File: config.mk
export PLATFORM = sky130hd
export DESIGN_NAME = riscv_control_fsm
export DESIGN_NICKNAME = d
export VERILOG_FILES = /design/src/rtl/riscv_control_fsm.sv
export SDC_FILE = /design/constraint.sdc
export NUM_CORES = 1
export LEC_CHECK = 0
export ABC_AREA = 1
export ABC_CLOCK_PERIOD_IN_PS = 1650
export CAP_MARGIN = 20
export CORE_ASPECT_RATIO = 0.75
export CORE_MARGIN = 4
export CORE_UTILIZATION = 40
export CTS_CLUSTER_SIZE = 8
export DETAILED_ROUTE_END_ITERATION = 8
export GPL_TIMING_DRIVEN = 0
export HOLD_SLACK_MARGIN = 0.03
export PLACE_DENSITY = 0.84
export SYNTH_ARGS = -nofsm -noshare
export SYNTH_HDL_FRONTEND = slang
export SYNTH_SLANG_ARGS = --single-unit
File: constraint.sdc
create_clock -name clk -period 1.65 [get_ports clk]
set_clock_uncertainty 0.2 [all_clocks]
set_input_delay 0.165 -clock clk [delete_from_list [all_inputs] [get_ports clk]]
set_output_delay 0.165 -clock clk [all_outputs]
set_load 0.02 [all_outputs]
File: src/rtl/riscv_control_fsm.sv
// riscv_control_fsm
//   Multi-cycle main control FSM for the RV32I core. It latches each fetched
//   instruction into IR and then steps through fetch, decode, execute, memory
//   and writeback. It drives alu_ctrl, funct3 and funct7_5 to the ALU control
//   decoder, and it drives the datapath operand/result selects and enables.
// Ports
//   clk, reset                 rising-edge clock, synchronous active-high reset
//   fetch_req / fetch_ack      instruction fetch handshake, instr is the word
//   mem_req / mem_we / mem_ack data access handshake (mem_we=1 store)
//   alu_zero, alu_lt, alu_ltu  ALU flags used to resolve branches
//   alu_ctrl                   00 NOP, 01 ADD, 10 SUB, 11 FUNCT
//   funct3, funct7_5           instruction fields for the ALU decoder
//   alu_src_a, alu_src_b       operand selects
//   result_src                 register file write-data select
//   reg_write, pc_write        single-cycle write enables
//   illegal                    sticky flag for an unsupported instruction
module riscv_control_fsm #(
  parameter logic [31:0] RESET_PC = 32'h0000_0000
) (
  input  logic        clk,
  input  logic        reset,
  output logic        fetch_req,
  input  logic        fetch_ack,
  input  logic [31:0] instr,
  output logic        mem_req,
  output logic        mem_we,
  input  logic        mem_ack,
  input  logic        alu_zero,
  input  logic        alu_lt,
  input  logic        alu_ltu,
  output logic [1:0]  alu_ctrl,
  output logic [2:0]  funct3,
  output logic        funct7_5,
  output logic [1:0]  alu_src_a,
  output logic [1:0]  alu_src_b,
  output logic [1:0]  result_src,
  output logic        reg_write,
  output logic        pc_write,
  output logic        illegal
);

  typedef enum logic [3:0] {
    S_FETCH, S_DECODE, S_EXEC_R, S_EXEC_I, S_MEM_ADDR, S_MEM_ACC, S_WB_ALU,
    S_WB_MEM, S_BRANCH, S_BR_TGT, S_JUMP, S_UPPER, S_TRAP
  } state_t;

  localparam logic [6:0] OP_R      = 7'b0110011;
  localparam logic [6:0] OP_IMM    = 7'b0010011;
  localparam logic [6:0] OP_LOAD   = 7'b0000011;
  localparam logic [6:0] OP_STORE  = 7'b0100011;
  localparam logic [6:0] OP_BRANCH = 7'b1100011;
  localparam logic [6:0] OP_JAL    = 7'b1101111;
  localparam logic [6:0] OP_JALR   = 7'b1100111;
  localparam logic [6:0] OP_LUI    = 7'b0110111;
  localparam logic [6:0] OP_AUIPC  = 7'b0010111;

  localparam logic [1:0] ALU_NOP   = 2'b00;
  localparam logic [1:0] ALU_ADD   = 2'b01;
  localparam logic [1:0] ALU_SUB   = 2'b10;
  localparam logic [1:0] ALU_FUNCT = 2'b11;

  state_t      state, state_next;
  logic [31:0] ir;
  logic        illegal_q;
  logic        first_fetch;
  logic        br_taken;
  logic        br_bad;

  // The reset PC is applied by the PC register itself; only the pc_write
  // pulse of the first fetch is generated here.
  logic unused_bits;
  assign unused_bits = ^{RESET_PC, ir[31], ir[29:15], ir[11:7]};

  always_ff @(posedge clk) begin
    if (reset) begin
      state       <= S_FETCH;
      ir          <= 32'h0000_0013;
      illegal_q   <= 1'b0;
      first_fetch <= 1'b1;
    end else begin
      state       <= state_next;
      first_fetch <= 1'b0;
      if (state == S_FETCH && fetch_ack) ir <= instr;
      if (state_next == S_TRAP) illegal_q <= 1'b1;
    end
  end

  always_comb begin
    br_taken = 1'b0;
    br_bad   = 1'b0;
    case (ir[14:12])
      3'b000:  br_taken = alu_zero;
      3'b001:  br_taken = ~alu_zero;
      3'b100:  br_taken = alu_lt;
      3'b101:  br_taken = ~alu_lt;
      3'b110:  br_taken = alu_ltu;
      3'b111:  br_taken = ~alu_ltu;
      default: br_bad   = 1'b1;
    endcase
  end

  always_comb begin
    state_next = state;
    fetch_req  = 1'b0;
    mem_req    = 1'b0;
    mem_we     = 1'b0;
    alu_ctrl   = ALU_NOP;
    funct3     = ir[14:12];
    funct7_5   = 1'b0;
    alu_src_a  = 2'd0;
    alu_src_b  = 2'd0;
    result_src = 2'd0;
    reg_write  = 1'b0;
    pc_write   = 1'b0;
    illegal    = illegal_q;
    case (state)
      S_FETCH: begin
        fetch_req = 1'b1;
        pc_write  = first_fetch;
        if (fetch_ack) state_next = S_DECODE;
      end
      S_DECODE: begin
        case (ir[6:0])
          OP_R:              state_next = S_EXEC_R;
          OP_IMM:            state_next = S_EXEC_I;
          OP_LOAD, OP_STORE: state_next = S_MEM_ADDR;
          OP_BRANCH:         state_next = S_BRANCH;
          OP_JAL, OP_JALR:   state_next = S_JUMP;
          OP_LUI, OP_AUIPC:  state_next = S_UPPER;
          default:           state_next = S_TRAP;
        endcase
      end
      S_EXEC_R: begin
        alu_ctrl   = ALU_FUNCT;
        funct7_5   = ir[30];
        state_next = S_WB_ALU;
      end
      S_EXEC_I: begin
        // Only shifts carry a meaningful bit 30; for addi etc. it is immediate.
        alu_ctrl   = ALU_FUNCT;
        alu_src_b  = 2'd1;
        funct7_5   = (ir[14:12] == 3'b101) ? ir[30] : 1'b0;
        state_next = S_WB_ALU;
      end
      S_WB_ALU: begin
        reg_write  = 1'b1;
        pc_write   = 1'b1;
        state_next = S_FETCH;
      end
      S_MEM_ADDR: begin
        alu_ctrl   = ALU_ADD;
        alu_src_b  = 2'd1;
        state_next = S_MEM_ACC;
      end
      S_MEM_ACC: begin
        // Bit 5 separates STORE from LOAD.
        mem_req = 1'b1;
        mem_we  = ir[5];
        if (mem_ack) begin
          pc_write   = ir[5];
          state_next = ir[5] ? S_FETCH : S_WB_MEM;
        end
      end
      S_WB_MEM: begin
        reg_write  = 1'b1;
        pc_write   = 1'b1;
        result_src = 2'd1;
        state_next = S_FETCH;
      end
      S_BRANCH: begin
        alu_ctrl = ALU_SUB;
        if (br_bad) begin
          state_next = S_TRAP;
        end else if (br_taken) begin
          state_next = S_BR_TGT;
        end else begin
          pc_write   = 1'b1;
          state_next = S_FETCH;
        end
      end
      S_BR_TGT: begin
        alu_ctrl   = ALU_ADD;
        alu_src_a  = 2'd1;
        alu_src_b  = 2'd1;
        pc_write   = 1'b1;
        state_next = S_FETCH;
      end
      S_JUMP: begin
        // Bit 3 separates JAL (PC-relative) from JALR (rs1-relative).
        alu_ctrl   = ALU_ADD;
        alu_src_a  = ir[3] ? 2'd1 : 2'd0;
        alu_src_b  = 2'd1;
        result_src = 2'd2;
        reg_write  = 1'b1;
        pc_write   = 1'b1;
        state_next = S_FETCH;
      end
      S_UPPER: begin
        // Bit 5 separates LUI (zero base) from AUIPC (PC base).
        alu_ctrl   = ALU_ADD;
        alu_src_a  = ir[5] ? 2'd2 : 2'd1;
        alu_src_b  = 2'd1;
        state_next = S_WB_ALU;
      end
      S_TRAP: state_next = S_TRAP;
      default: state_next = S_FETCH;
    endcase
    // While reset is held, all outputs are quiet so no request or write leaks.
    if (reset) begin
      fetch_req  = 1'b0;
      mem_req    = 1'b0;
      mem_we     = 1'b0;
      alu_ctrl   = ALU_NOP;
      funct3     = 3'b000;
      funct7_5   = 1'b0;
      alu_src_a  = 2'd0;
      alu_src_b  = 2'd0;
      result_src = 2'd0;
      reg_write  = 1'b0;
      pc_write   = 1'b0;
      illegal    = 1'b0;
    end
  end

endmodule

### Word-level counts from Yosys, hierarchy flattened

Index checks and enable logic that the tools add are counted.

| operators by class | value |
|---|---|
| reductions and logical operators | 13 |
| bitwise gates (word level) | 3 |
| equality and inequality tests | 27 |
| magnitude comparators | 0 |
| muxes and demuxes | 37 |
| $add $sub $neg | 0 |
| shifts and indexed selects | 0 |
| $mul | 0 |
| div/mod/pow operators | 0 |

Operators by type and width:

| operator | count |
|---|---|
| one-hot mux 4 bit (7 select lines) | 1 |
| equality test 4 bit, second input constant | 6 |
| one-hot mux 4 bit (6 select lines) | 1 |
| equality test 7 x 6 -> 1 bit, second input constant | 3 |
| equality test 7 bit, second input constant | 3 |
| 2-to-1 mux 1 bit | 18 |
| equality test 4 x 3 -> 1 bit, second input constant | 4 |
| 2-to-1 mux 4 bit | 4 |
| equality test 7 x 5 -> 1 bit, second input constant | 2 |
| equality test 3 bit, second input constant | 4 |
| one-hot mux 2 bit (3 select lines) | 2 |
| 2-to-1 mux 2 bit | 5 |
| equality test 4 x 2 -> 1 bit, second input constant | 2 |
| OR reduction 2 bit | 4 |
| OR reduction 4 bit | 2 |
| equality test 7 x 2 -> 1 bit, second input constant | 1 |
| 2-to-1 mux 3 bit | 2 |
| one-hot mux 1 bit (6 select lines) | 1 |
| OR reduction 3 bit | 2 |
| OR reduction 6 bit | 1 |
| OR reduction 5 bit | 1 |
| equality test 4 x 1 -> 1 bit, second input constant | 1 |
| zero test 4 bit | 1 |
| one-hot mux 1 bit (4 select lines) | 1 |
| other kinds (6) | 8 |

| word-level totals | value |
|---|---|
| word-level logic and storage cells | 84 |
| bits in registers | 37 |
| bits in latches | 0 |
| output and inout port bits | 18 |
| memories | 0 |
| ROM bits | 0 |
| input bits | 39 |
| bits in writable memories | 0 |

### Longest topological paths before layout

Gate-level depths: netlist of run 1.

| depth | value |
|---|---|
| depth after elaboration | 6 |
| gate-level depth with buffers | 9 |

### Least setup slack after synthesis of run 1

No wires, ideal clock.

| timing path | value |
|---|---|
| path kind | register -> output |
| start | reg state[2] |
| end | out funct7_5 |
| cell stages (with the launch flop) | 4 |
| data required time | 1.285 ns |
| buffers on the path | 0 |
| arrival | 1.684 ns |
| slack | -0.399 ns |
| cell sequence | dfxtp_1 > nor2_2 > nand2_1 > a2111oi_0 |

| on the way | value |
|---|---|
| word-level cells in the longest chain between the ends | 3 |

Ends and longest elaborated chain:

| item | line | text |
|---|---|---|
| start, declared | 62 | `state_t state, state_next;` |
| start signal, assigned | 81 | `state <= state_next;` |
| equality test 4 x 2 -> 1 bit | 116 | `case (state)` |
| one-hot mux 1 bit (2 select lines) (*) | 116 |  |
| 2-to-1 mux 1 bit (*) | 209 | `if (reset) begin` |
| end, declared | 33 | `output logic funct7_5,` |

Every way passes the cells marked *; elsewhere a longest branch is shown, timed or not.

### Worst setup path in the final report of run 1

| timing path | value |
|---|---|
| start | reg state[3] |
| end | out alu_src_a[0] |

| on the way | value |
|---|---|
| word-level cells in the longest chain between the ends | 3 |

Ends and longest elaborated chain:

| item | line | text |
|---|---|---|
| equality test 4 bit | 116 |  |
| one-hot mux 2 bit (3 select lines) (*) | 116 |  |
| 2-to-1 mux 2 bit (*) | 209 |  |
| end, declared | 34 | `output logic [1:0] alu_src_a,` |

Marks and branches as above.

==> results.toml, run 1 <==
[global_route]
grtUsageTotal_pct = 17.6
overflow = 0
grt_antenna_before_repair = 0
grt_pass1_wl_um = 5310
grt_pass1_vias = 1159
grt_max_degree = 11

[finish]
drive_above_1_share_pct = 30.7
syn2layout_area_growth_pct = 60.0
finalNetCount = 284
design_area_mm2 = 0.00181
utilization_pct = 68.0
post_layout_nonfiller_instances = 280
antenna_cells = 0

[timing]
hold_viol_final = 0
setup_slack_ns = -0.166
rsz0062_at_grt = "true"
fin_crit_sh_pct = 110
setup_viol = 5
finalCriticalPeriod_ns = 1.82
hold_slack_ns = 0.242
drv_slew = 0
fmax_mhz = 551

[placed_design]
placedCellCount = 259
dpl_cell_area_mm2 = 0.00152
place.gp.congestion = 0.925
portBuffers = 34
dp_hpwl_um = 2440

[detailed_routing]
drt_iter0_markers = 96
wl_met1_um = 1540
wirelength_um = 3470
dr_total_vias = 1390
first_pass_iters = 4
route.met2.wl_um = 1630
final_antenna_net_count = 0
route.detailed.drc = 0
route.met3.wl_um = 279
wl_per_cell_um = 12.4
avgViaCountPerCell = 4.96
routed.top_layer = "met4"

[worst_setup_path]
cp_slowest_cell = "dfxtp_4"
critical_path_class = "reg -> out"
cp.depth = 7
critPathRequiredTime_ns = 1.28
path_buf_inv = 3
crit_family = "flip-flops"
crit_chain = "inv_4 > nor2_4 > nand2_1 > o22ai_1 > o21ai_0 > inv_1 > buf_2"
cp_max_fo = 5
crit_path_max_incr_delay_ns = 0.38
reg2regPathDepth = 10
worstPathArrival_ns = 1.45
cp-start-kind = "register"
end_kind = "output port"

[power_and_ir_drop]
pwr_density_cell_mw_per_mm2 = 1500
total_power_mw = 2.72
peakVddDrop_mv = 0.711
leakagePower_nw = 0.892

[clock_tree]
clkTransAtPathRegs_ns = 0.07
htree_levels = 1
root_buffer = "clkbuf_8"
cts_tree = "done"
cts_sinks = 17
insertion_delay_ns = 0.25
clk_path_buf_depth = 2
numCtsBuffers = 3

[floorplanning]
dieArea_mm2 = 0.00375
start_util_pct = 42.5
chipHeight_um = 54.1
io_pins = 57
num_rows = 16
dieWidth_um = 69.4
core_mm2 = 0.00266

[worst_hold_path]
hold_path_class = "in -> reg"
hold_depth = 4

[synth]
ys_top_cells_by_area = "dfxtp_1, nand2_1, nand3_1"
syn_nets = 228
yosysUniqueCellTypes = 22
ys_seq_area_share_pct = 30.1
yosysWarnings = 0
synth_top_area_cell = "dfxtp_1"
synth_area_mm2 = 0.00113
synth_seq_cells = 17
synth_top_area_share_pct = 30.1
syn_avg_cell_area_um2 = 5.99
syn_inst = 189

[run_status]
outcome = "finished, violations left"
violations = "setup timing"

[job]
cap_violations = 0
logic make-up after synthesis:
kind of cell    Yosys count  synth area share, %
simple gates             99                 40.4
buf+inv                  37                 13.3
compound gates           35                 15.9
flops                    17                 30.1
other cells               1                0.331
where the power goes:
part	internal [mW]	switching [mW]	leakage, nW	total, mW
registers	0.593	0.205	0.145	0.798
clock network	0.171	0.139	0.0228	0.310
logic	0.685	0.930	0.725	1.61
metrics by stage:
step | setup TNS, ns | setup slack (ns)
global route | -1.64 | -0.247
floorplan | 0 | 0.0814
CTS | -0.581 | -0.177
finish | -0.568 | -0.166
global placement | -13.89 | -0.959
detailed placement | -14.86 | -1.00
worst register-to-register path: cells and delay by family (launching register included):
family | cells | cell delay (ns)
flip-flops | 1 | 0.41
AO/OA/AOI/OAI | 2 | 0.29
buffers and inverters | 3 | 0.31
AND/OR/NAND/NOR | 5 | 0.36
final cells by class:
type                       instances  area [µm²]
sequential                        17         362
tap                               36        45.0
inverter                          32         133
clock buffer                       4        45.0
multi-input combinational        135         734
timing repair buffer              51         433
fill                             237         851
buffer                             5        60.1
synth_stat cells:
library cell,number
nand2_1,37
inv_1,29
nand3_1,24
nor2_1,24
o21ai_0,18
dfxtp_1,17
a21oi_1,14
nor2_4,4
clkbuf_1,3
inv_2,3
nor3_1,3
nand4_1,2
nor2_2,2
a2111oi_0,1
buf_4,1
buf_6,1
conb_1,1
nand2_2,1
nand2_4,1
o21ai_1,1
o22ai_1,1
or2_2,1
cells in the final DEF (no fill, tap or decap), types with 3 or more instances in the layout:
| cell type | synthesis | layout |
|---|---|---|
| buf_6 | 1 | 5 |
| clkdlybuf4s50_1 | 0 | 16 |
| nor2_4 | 4 | 6 |
| dfxtp_1 | 17 | 10 |
| nand2_1 | 37 | 34 |
| buf_2 | 0 | 5 |
| nand3_1 | 24 | 22 |
| inv_1 | 29 | 25 |
| dfxtp_4 | 0 | 5 |
| o21ai_0 | 18 | 16 |
| inv_2 | 3 | 3 |
| clkbuf_8 | 0 | 6 |
| nand2_4 | 1 | 3 |
| buf_4 | 1 | 22 |
| dlygate4sd2_1 | 0 | 4 |
| nor2_2 | 2 | 3 |
| a21oi_1 | 14 | 12 |
| inv_4 | 0 | 3 |
| nor2_1 | 24 | 21 |
flip-flops by register name, indices dropped and copies added, names as in the netlist:
register     count
state            4
first_fetch      1
illegal_q        1
ir              11
metal layers:
metal	GRT usage, %	vias to the layer above
met5	0	-
met4	2.92	0
met3	4.29	2
met2	30.5	56
met1	22.8	615
li1	-	717
timing repair:
action                                  CTS  global route
resized for setup                       103            25
hold buffers                              1             0
pin swaps                                 7             9
endpoints found under the hold margin     1             0
buffers inserted                          7             9
endpoints found under the setup margin   21            21
path summary, 6_finish.rpt:
check,startpoint,endpoint,slack (ns)
worst max-delay path,state[3],alu_src_a[0],-0.17
worst min-delay path,reset,ir[4],0.24
worst max register to register,state[1],illegal_q,0.01
worst min register to register,illegal_q,illegal_q,0.28
Note: power is estimated with default switching activity, not from simulation.
==> run 2, diff against run 1 <==
==> constraint.sdc (replaced) <==
create_clock -name clk -period 1.65 [get_ports clk]
set_clock_uncertainty 0.2 [all_clocks]
set_input_delay 0.2475 -clock clk [delete_from_list [all_inputs] [get_ports clk]]
set_output_delay 0.2475 -clock clk [all_outputs]
set_load 0.02 [all_outputs]
==> run 2 against run 1 <==
The flow still finishes with violations (setup timing); die area is the same; worst setup slack lost 0.080 ns; wire length grew 1.9%.
==> results.toml, run 2 (synthesized netlist as in run 1, its figures left out) <==
[power_and_ir_drop]
p_sw_share_pct = 46.8
internal_power_mw = 1.52
leakagePower_nw = 0.913
p_sw_mw = 1.34
comb_power_share_pct = 62.8
clkPwrFrac_pct = 10.8
pwr_density_cell_mw_per_mm2 = 1520
peakVddDrop_mv = 0.719
seq_power_share_pct = 26.4
total_power_mw = 2.86

[floorplanning]
num_rows = 16
io_pins = 57
start_util_pct = 42.5
dieArea_mm2 = 0.00375
chipHeight_um = 54.1
core_mm2 = 0.00266
dieWidth_um = 69.4

[finish]
design_area_mm2 = 0.00189
seq_area_um2 = 357
antenna_cells = 0
finalNetCount = 285
fill_cells = 224
largest-register = "ir"
mostFrequentLayoutCell = "nand2_1"
post_layout_nonfiller_instances = 281
top_regs = "ir: 11 flops, state: 4 flops"
multi_input_area_um2 = 776
syn2layout_area_growth_pct = 66.6
drive_above_1_share_pct = 35.1
layout_common_cells = "nand2_1, inv_1, nand3_1, buf_4, nor2_1"
largest_reg_flops = 11

[worst_setup_path]
critPathRequiredTime_ns = 1.20
cp_common_cell = "buf_4"
crit_chain = "nor2_4 > buf_4 > nand3_4 > nor2_1 > o21ai_1 > inv_1 > buf_4"
cp_slowest_cell = "dfxtp_4"
worstPathArrival_ns = 1.45
critical_path_class = "reg -> out"
cp-start-kind = "register"
path_buf_inv = 3
cp_max_fo = 5
end_kind = "output port"
crit_family = "flip-flops"
crit_path_max_incr_delay_ns = 0.38

[clock_tree]
clkTransAtPathRegs_ns = 0.06
root_buffer = "clkbuf_8"
cts_tree = "done"
htree_levels = 1
clk_path_buf_depth = 2
cts_sinks = 17
insertion_delay_ns = 0.25
numCtsBuffers = 3

[run_status]
outcome = "finished, violations left"
violations = "setup timing"

[placed_design]
dp_hpwl_um = 2440
dpl_cell_area_mm2 = 0.00152
placedCellCount = 259
portBuffers = 34
place.gp.congestion = 0.925

[timing]
rsz0062_at_grt = "true"
setup_slack_ns = -0.246
fmax_mhz = 527
fin_crit_sh_pct = 115
hold_viol_final = 0
finalCriticalPeriod_ns = 1.90
setup_viol = 12
hold_slack_ns = 0.107
drv_slew = 0
fin_tns_setup_ns = -1.35

[global_route]
grtUsageTotal_pct = 18.1
grt_max_degree = 11
grt_pass1_vias = 1209
overflow = 0
grt_antenna_before_repair = 0
grt_pass1_wl_um = 5470

[job]
cap_violations = 0

[detailed_routing]
final_antenna_net_count = 0
route.detailed.drc = 0
first_pass_iters = 4
drt_iter0_markers = 111
avgViaCountPerCell = 5.04
wl_per_cell_um = 12.6
wirelength_um = 3540
dr_total_vias = 1416

[worst_hold_path]
hold_path_class = "in -> reg"
## run 2: cell type report
type / instances / share of cell area (%)
Sequential cell: 17 / 18.9
Buffer: 5 / 3.32
Clock buffer: 4 / 2.39
Timing Repair Buffer: 52 / 25.0
Tap cell: 36 / 2.39
Multi-Input combinational cell: 135 / 41.1
Inverter: 32 / 6.90
## run 2: power groups by stage
stage,sequential (mW),combinational [mW],clock [mW]
final,0.757,1.80,0.309
after global routing,0.781,1.94,0.328
after CTS,0.739,1.55,0.315
after detailed placement,0.735,1.26,0
after global placement,0.734,1.25,0
after floorplan,0.700,0.914,0
## run 2: through the flow
| stage | setup WS (ns) | utilization [%] |
|---|---|---|
| final | -0.246 | 70.9 |
| after global placement | -1.12 | 57.2 |
| after CTS | -0.216 | 66.1 |
| after global routing | -0.306 | 70.9 |
| after floorplan | -0.00111 | - |
| after detailed placement | -1.17 | 57.2 |
## run 2: metal layers
metal,routed length (µm),GRT usage [%],up-vias
met5,0,0,-
met4,52,2.92,0
met3,297,3.92,6
met2,1630,33.9,56
met1,1550,22.2,635
li1,-,-,719
## run 2: timing repair
action	in CTS	in global routing
setup endpoints to repair	23	26
gates resized for setup	137	27
setup buffers	12	6
pin swaps	11	17
hold buffers	0	0
gates cloned	0	0
## run 2: final timing paths
kind,to,depth (start not counted),startpoint,slack (ns)
worst min-delay path,first_fetch,1,reset,0.11
worst max-delay path,alu_src_a[0],7,state[2],-0.25
worst max register to register,illegal_q,10,state[0],-0.01
worst min register to register,illegal_q,2,illegal_q,0.28
## run 2: worst register-to-register path, stage by stage (launching register included)
cell	delay (ns)
dfxtp_4	0.36
buf_6	0.13
nand2_8	0.07
nor2_4	0.04
buf_4	0.13
buf_4	0.13
nand2_1	0.05
nand3_1	0.08
a21oi_1	0.18
nand2_1	0.08
o21ai_1	0.13
==> run 3, diff against run 2 <==
--- a/config.mk
+++ b/config.mk
@@ -14,7 +14,6 @@
 export CTS_CLUSTER_SIZE = 8
 export DETAILED_ROUTE_END_ITERATION = 8
 export GPL_TIMING_DRIVEN = 0
-export HOLD_SLACK_MARGIN = 0.03
 export PLACE_DENSITY = 0.84
 export SYNTH_ARGS = -nofsm -noshare
 export SYNTH_HDL_FRONTEND = slang
==> results of run 3 <==
Final layout, timing and power as in run 2 (identical DEF).
